--- config.mk ---
export PLATFORM = sky130hd
export DESIGN_NAME = tone_sequence_decoder
export DESIGN_NICKNAME = d
export VERILOG_FILES = /design/src/rtl/tone_pkg.sv /design/src/rtl/sync_edge_det.sv /design/src/rtl/tone_sequence_decoder.sv
export SDC_FILE = /design/constraint.sdc
export NUM_CORES = 1
export LEC_CHECK = 0
export CORE_UTILIZATION = 55
export CTS_CLUSTER_DIAMETER = 50
export DETAILED_ROUTE_END_ITERATION = 8
export PLACE_DENSITY = 0.74
export SYNTH_ARGS = -nofsm -noshare
export SYNTH_HDL_FRONTEND = slang
export SYNTH_SLANG_ARGS = --single-unit
--- constraint.sdc ---
create_clock -name clk -period 4.05 [get_ports clk]
set_input_delay 1.215 -clock clk [delete_from_list [all_inputs] [get_ports clk]]
set_output_delay 1.215 -clock clk [all_outputs]
set_load 0.02 [all_outputs]
--- src/rtl/tone_pkg.sv ---
// Shared note/sequence types and note-frequency defaults for the tone generator
// and the tone sequence decoder.
package tone_pkg;

    typedef enum logic [1:0] {
        NOTE_NONE = 2'd0,
        NOTE_LOW  = 2'd1,
        NOTE_MID  = 2'd2,
        NOTE_HIGH = 2'd3
    } note_t;

    typedef enum logic [1:0] {
        S_IDLE,
        S_ONE,
        S_TWO
    } seq_state_t;

    localparam int unsigned F_LOW_HZ  = 262;
    localparam int unsigned F_MID_HZ  = 349;
    localparam int unsigned F_HIGH_HZ = 491;

    // Nominal period of a tone in clk cycles (truncating).
    function automatic int unsigned period_of(input int unsigned clk_freq,
                                              input int unsigned f);
        return clk_freq / f;
    endfunction

endpackage

--- src/rtl/sync_edge_det.sv ---
// Two-flop synchroniser on an asynchronous input plus a registered rising-edge
// pulse; the pulse appears three clocks after the pin edge.
module sync_edge_det (
    input  logic clk,
    input  logic reset_n,
    input  logic din,
    output logic rise
);

    logic s1, s2, s3;

    always_ff @(posedge clk or negedge reset_n) begin
        if (!reset_n) begin
            s1   <= 1'b0;
            s2   <= 1'b0;
            s3   <= 1'b0;
            rise <= 1'b0;
        end else begin
            s1   <= din;
            s2   <= s1;
            s3   <= s2;
            rise <= s2 & ~s3;
        end
    end

endmodule

--- src/rtl/tone_sequence_decoder.sv ---
// Measures the period of a square-wave tone, classifies it as LOW/MID/HIGH and
// detects the food (LOW-MID-HIGH) and game-over (HIGH-MID-LOW) jingles.
module tone_sequence_decoder
    import tone_pkg::*;
#(
    parameter int unsigned CLK_FREQ       = 50_000_000,
    parameter int unsigned F_LOW          = F_LOW_HZ,
    parameter int unsigned F_MID          = F_MID_HZ,
    parameter int unsigned F_HIGH         = F_HIGH_HZ,
    parameter int unsigned TOL_SHIFT      = 5,
    parameter int unsigned MIN_PERIODS    = 4,
    parameter int unsigned SILENCE_CYCLES = 5_000_000,
    parameter int unsigned CNT_W          = 24
) (
    input  logic       clk,
    input  logic       reset_n,
    input  logic       tone_in,
    output logic [1:0] note_code,
    output logic       note_valid,
    output logic       tone_present,
    output logic       food_detected,
    output logic       game_over_detected
);

    // One extra bit so cnt + 1 cannot wrap when cnt is saturated.
    localparam int unsigned PW = CNT_W + 1;
    localparam int unsigned RW = $clog2(MIN_PERIODS + 1);

    localparam logic [PW-1:0]    P_LOW    = PW'(period_of(CLK_FREQ, F_LOW));
    localparam logic [PW-1:0]    P_MID    = PW'(period_of(CLK_FREQ, F_MID));
    localparam logic [PW-1:0]    P_HIGH   = PW'(period_of(CLK_FREQ, F_HIGH));
    localparam logic [CNT_W-1:0] CNT_MAX  = '1;
    localparam logic [CNT_W-1:0] SIL_LAST = CNT_W'(SILENCE_CYCLES - 1);
    localparam logic [RW-1:0]    RUN_MAX  = RW'(MIN_PERIODS);

    function automatic logic in_window(input logic [PW-1:0] p,
                                       input logic [PW-1:0] nom);
        logic [PW-1:0] d;
        d = (p >= nom) ? p - nom : nom - p;
        return d <= (nom >> TOL_SHIFT);
    endfunction

    logic             rise;
    logic             silence;
    logic             accept;
    logic [CNT_W-1:0] cnt;
    logic             primed;
    note_t            cand;
    logic [RW-1:0]    run;
    logic [PW-1:0]    period;
    note_t            meas;
    note_t            nv;
    note_t            first;
    seq_state_t       state;

    sync_edge_det u_sync (
        .clk     (clk),
        .reset_n (reset_n),
        .din     (tone_in),
        .rise    (rise)
    );

    always_comb begin
        period  = {1'b0, cnt} + PW'(1);
        meas    = NOTE_NONE;
        accept  = 1'b0;
        if (in_window(period, P_LOW))       meas = NOTE_LOW;
        else if (in_window(period, P_MID))  meas = NOTE_MID;
        else if (in_window(period, P_HIGH)) meas = NOTE_HIGH;
        // A rise landing on the threshold cycle takes priority over silence.
        silence = (cnt == SIL_LAST) && !rise;
        if (meas != NOTE_NONE) begin
            if (meas == cand) accept = (run == RUN_MAX - RW'(1));
            else              accept = (RUN_MAX == RW'(1));
        end
    end

    always_ff @(posedge clk or negedge reset_n) begin
        if (!reset_n) begin
            cnt          <= '0;
            primed       <= 1'b0;
            cand         <= NOTE_NONE;
            run          <= '0;
            note_code    <= NOTE_NONE;
            note_valid   <= 1'b0;
            tone_present <= 1'b0;
        end else begin
            note_valid <= 1'b0;
            if (cnt != CNT_MAX) cnt <= cnt + CNT_W'(1);
            if (rise) begin
                cnt          <= '0;
                primed       <= 1'b1;
                tone_present <= 1'b1;
                if (primed) begin
                    if (accept) begin
                        note_valid <= 1'b1;
                        note_code  <= meas;
                    end
                    if (meas == NOTE_NONE) begin
                        cand <= NOTE_NONE;
                        run  <= '0;
                    end else if (meas == cand) begin
                        // Run saturates so a long note pulses only once.
                        if (run != RUN_MAX) run <= run + RW'(1);
                    end else begin
                        cand <= meas;
                        run  <= RW'(1);
                    end
                end
            end else if (silence) begin
                tone_present <= 1'b0;
                primed       <= 1'b0;
                note_code    <= NOTE_NONE;
                cand         <= NOTE_NONE;
                run          <= '0;
            end
        end
    end

    assign nv = note_t'(note_code);

    always_ff @(posedge clk or negedge reset_n) begin
        if (!reset_n) begin
            state              <= S_IDLE;
            first              <= NOTE_NONE;
            food_detected      <= 1'b0;
            game_over_detected <= 1'b0;
        end else begin
            food_detected      <= 1'b0;
            game_over_detected <= 1'b0;
            if (silence) begin
                state <= S_IDLE;
            end else if (note_valid) begin
                case (state)
                    S_IDLE: begin
                        if (nv == NOTE_LOW || nv == NOTE_HIGH) begin
                            first <= nv;
                            state <= S_ONE;
                        end
                    end
                    S_ONE: begin
                        if (nv == NOTE_MID)       state <= S_TWO;
                        else if (nv != NOTE_NONE) first <= nv;
                    end
                    S_TWO: begin
                        if (first == NOTE_LOW && nv == NOTE_HIGH) begin
                            food_detected <= 1'b1;
                            state         <= S_IDLE;
                        end else if (first == NOTE_HIGH && nv == NOTE_LOW) begin
                            game_over_detected <= 1'b1;
                            state              <= S_IDLE;
                        end else if (nv == NOTE_MID) begin
                            state <= S_IDLE;
                        end else if (nv != NOTE_NONE) begin
                            first <= nv;
                            state <= S_ONE;
                        end
                    end
                    default: state <= S_IDLE;
                endcase
            end
        end
    end

endmodule

==> impl_metrics.json, run 1 <==
{
  "status": "aborted with a tool error",
  "stop_stage": "global routing (5_1_grt)",
  "stop_error": "[ERROR GRT-0116] Global routing finished with congestion. Check the congestion regions in the DRC Viewer.",
  "synth_cell_types": 101,
  "synth_edf_count": 0,
  "portBuffers": 8,
  "overflow": 7,
  "cts.htree.levels": 2,
  "syn_inst": 838,
  "cts_max_path_buffers": 2,
  "synth_area_sq_mm": 0.006362,
  "numCtsBuffers": 5,
  "die_w_microns": 109.6,
  "dp_hpwl_mm": 20.93,
  "root_buffer": "clkbuf_16",
  "io_pins": 9,
  "synthArstFlopShare": 1.000,
  "grt_pass1_vias": 10710,
  "synth_area_leader_cell": "dfrtp_1",
  "ys.flop_type": "dfrtp_1",
  "synth.top_cells.by_count": "72 x nand2_1, 68 x a21oi_1, 56 x nor2_1, 51 x xnor2_1, 43 x dfrtp_1",
  "yosysWarnings": 0,
  "synth_area_leaders": "dfrtp_1 17%, xnor2_1 7.0%, a21oi_1 5.3%",
  "gp_congestion": 1.153,
  "grt_pass1_wl_mm": 59.07,
  "ys_ff_latch": 43,
  "die_y_microns": 109.6,
  "synth_nets": 863,
  "syn_area_per_cell_sq_um": 7.592,
  "ys_seq_area_frac": 0.1691,
  "place_area_sq_mm": 0.008447,
  "initial_utilization": 0.5768,
  "cts_sinks": 43,
  "synth_top_area_share": 0.1691,
  "std_cell_rows": 38,
  "grt_max_degree": 44,
  "synth_most_common_cell": "nand2_1",
  "grt_usage": 0.6595
}
==> through the flow <==
step,hold slack [ps],std cells,worst slack (ps)
CTS,351.8,1242,-276.9
detailed placement,336.4,1199,-743.3
global placement,344.8,1199,-523.7
floorplan,331.2,838,-351.6
==> timing repair <==
item / in CTS
gates resized for setup: 106
hold buffers: 0
gates cloned: 1
setup buffers: 34
pin swaps: 44
endpoints found under the setup margin: 8
endpoints found under the hold margin: 0
==> logic make-up after synthesis <==
family	after synthesis	share of synthesized area
AO/OA/AOI/OAI	273	0.3089
AND/OR/NAND/NOR	333	0.2918
XOR/XNOR	62	0.08889
flip-flops	43	0.1691
multiplexers	28	0.04503
buffers and inverters	77	0.05290
adder cells (fa/ha/maj)	22	0.04326
==> metal layers <==
metal  overflow  GRT usage
met4          4     0.5895
met5          0     0.1027
met2          3     0.8450
met3          0     0.4914
met1          0     0.6848
==> run 2, diff against run 1 <==
CORE_UTILIZATION = 40   (was 55)
CTS_CLUSTER_DIAMETER = unset   (was 50)
PLACE_DENSITY = unset   (was 0.74)
PLACE_DENSITY_LB_ADDON = 0.15   (was unset)
clock period = 5.26 ns   (was 4.05 ns; I/O delays follow)
==> run 2 against run 1 <==
  * The run now ends clean
  * Synthesized cell count unchanged
  * Synthesized area is the same
==> impl_metrics.json, run 2 <==
{
  "status": "finished clean",
  "yosysWarnings": 0,
  "grt_usage": 0.3313,
  "hold_ws_ps": 368.6,
  "syn_inst": 838,
  "synth_top_area_share": 0.1691,
  "numCtsBuffers": 5,
  "clkLatencyLatePin_ps": 300,
  "critPathBufInv": 3,
  "worst_slew_pin_slew_ps": 1067,
  "coreArea_sq_mm": 0.01537,
  "synth_edf_count": 0,
  "path_common_cell": "buf_4",
  "synth_area_leader_cell": "dfrtp_1",
  "initial_utilization": 0.4139,
  "critPathMaxStageDelay_ps": 550,
  "vias_per_cell": 6.614,
  "worstSetupPathType": "flip-flop to flip-flop",
  "synth_cell_types": 101,
  "ys_ff_latch": 43,
  "synthArstFlopShare": 1.000,
  "dp_hpwl_mm": 20.94,
  "timing.final.crit_share": 0.9684,
  "p_leak_nw": 2.761,
  "cp-start-kind": "flip-flop",
  "r2r-start": "cnt[0]",
  "holdPathEnd": "u_sync.s2",
  "synth_most_common_cell": "nand2_1",
  "drtIter0Drc": 907,
  "grt_max_degree": 44,
  "clk_pin_slew_ps": 70,
  "postCtsSetupBuffers": 0,
  "fillers": 1535,
  "place_area_sq_mm": 0.007089,
  "worstSetupEndpointType": "flip-flop",
  "maxSlewHeadroom": 0.2869,
  "powerDensity_mw_per_mm2": 163.3,
  "drcViolationCount": 0,
  "required_ps": 5450,
  "top_register": "cnt",
  "wl_per_cell_microns": 24.36,
  "dieArea_sq_mm": 0.01641,
  "antenna_found_initial": 0,
  "cts.htree.levels": 2,
  "ys_seq_area_frac": 0.1691,
  "hp-start": "u_sync.s1",
  "final_common_cell": "buf_4",
  "crit_chain": "buf_4 > nand3_1 > buf_4 > nor2_1 > and3_1 > a22o_1 > nand4_1 > o41a_1 > nand2_1 > buf_4 > o21ai_0 > and2_1 > a2111oi_0 > o311a_1 > a41oi_1 > nand2_1 > mux2_2",
  "fmax_mhz": 196.3,
  "synth_area_sq_mm": 0.006362,
  "gp_congestion": 0.9445,
  "cts_max_path_buffers": 2,
  "first_pass_iters": 8,
  "n_antenna_cell": 0,
  "cap_violations": 0,
  "largest_register_ff_count": 24,
  "ff2ff_setup_slack_ps": 170,
  "setup_viol": 0,
  "synth_nets": 863,
  "postRouteAntennaNets": 0,
  "final_nets": 907,
  "wirelength_mm": 26.65,
  "min_path_type": "flip-flop to flip-flop",
  "maxSlewViolCount": 0,
  "fin_util": 0.4787,
  "cts_resized": 0,
  "min_period_ps": 5094,
  "cp_top_family": "compound AO/OA/AOI/OAI gates",
  "grt_pass1_wl_mm": 41.10,
  "synth_area_leaders": "dfrtp_1 17%, xnor2_1 7.0%, a21oi_1 5.3%",
  "syn_area_per_cell_sq_um": 7.592,
  "synth.top_cells.by_count": "72 x nand2_1, 68 x a21oi_1, 56 x nor2_1, 51 x xnor2_1, 43 x dfrtp_1",
  "cts_tree": "done",
  "hold_viol_final": 0,
  "cp_max_fo": 20,
  "io_pins": 9,
  "cts_sinks": 43,
  "layout-drive-gt1-share": 0.1857,
  "final_cell_mix": "87 x buf_4, 71 x nand2_1, 67 x a21oi_1",
  "overflow": 0,
  "vias": 7236,
  "die_w_microns": 128.1,
  "std_cell_rows": 45,
  "skew_ps": 10.04,
  "peakVddDrop_v": 0.0001965,
  "crit_arrival_ps": 5280,
  "stdcell_area_sq_mm": 0.007358,
  "root_buffer": "clkbuf_16",
  "portBuffers": 8,
  "syn2layout_area_growth_pct": 15.65,
  "r2r-end": "run[0]",
  "die_y_microns": 128.1,
  "p_total_mw": 1.202,
  "ys.flop_type": "dfrtp_1",
  "setup_ws_ps": 166.3,
  "top_regs": "cnt (24), run (3)",
  "min_path_cells": 0,
  "hold_buffers": 0,
  "pre_cts_slack_ps": 39.03,
  "reg2regPathDepth": 17,
  "grt_pass1_vias": 6978,
  "cpMaxStageDelayCell": "o41a_1"
}
==> run 2: cell counts after synthesis <==
Identical to the previous run, type by type.
==> run 2: cell type report <==
cell class	instances	area [sq um]	share of cell area
Inverter	19	71.32	0.009692
Timing Repair Buffer	95	728.2	0.09896
Multi-Input combinational cell	718	5077	0.6900
Tap cell	211	264.0	0.03588
Sequential cell	43	1076	0.1462
Clock buffer	6	128.9	0.01751
Clock inverter	2	12.51	0.001700
==> run 2: worst max path at each step <==
stage	startpoint	endpoint	slack (ps)	cells after the start
after floorplan	cnt[1]	run[0]	750	18
after global placement	cnt[1]	run[0]	150	19
after detailed placement	cnt[1]	run[0]	40	16
after CTS	cnt[1]	run[0]	20	16
after global routing	cnt[1]	run[0]	-2	16
final	cnt[0]	run[0]	170	17
==> run 2: power breakdown <==
| group | total (mW) | internal, mW | switching (mW) |
|---|---|---|---|
| clock network | 0.322 | 0.176 | 0.146 |
| registers | 0.356 | 0.342 | 0.0135 |
| logic | 0.524 | 0.182 | 0.342 |
| total | 1.20 | 0.700 | 0.502 |
==> run 2: cell families after synthesis <==
family | Yosys count | synth area share
simple gates | 333 | 0.2918
compound gates | 273 | 0.3089
buf+inv | 77 | 0.05290
xor+xnor | 62 | 0.08889
flops | 43 | 0.1691
mux | 28 | 0.04503
fa+ha+maj | 22 | 0.04326
==> run 2: through the flow <==
stage | setup TNS [ps] | instances
global placement | 0 | 1086
global route | -2.407 | 1094
detailed placement | 0 | 1086
floorplan | 0 | 838
finish | 0 | 1094
CTS | 0 | 1094
==> run 2: metal layers <==
layer / wire, microns / global-route usage
met5: 0 / 0
met1: 11820 / 0.4545
met3: 2047 / 0.05634
met2: 11840 / 0.5185
met4: 941 / 0.1246
(Power assumes the default switching activity.)
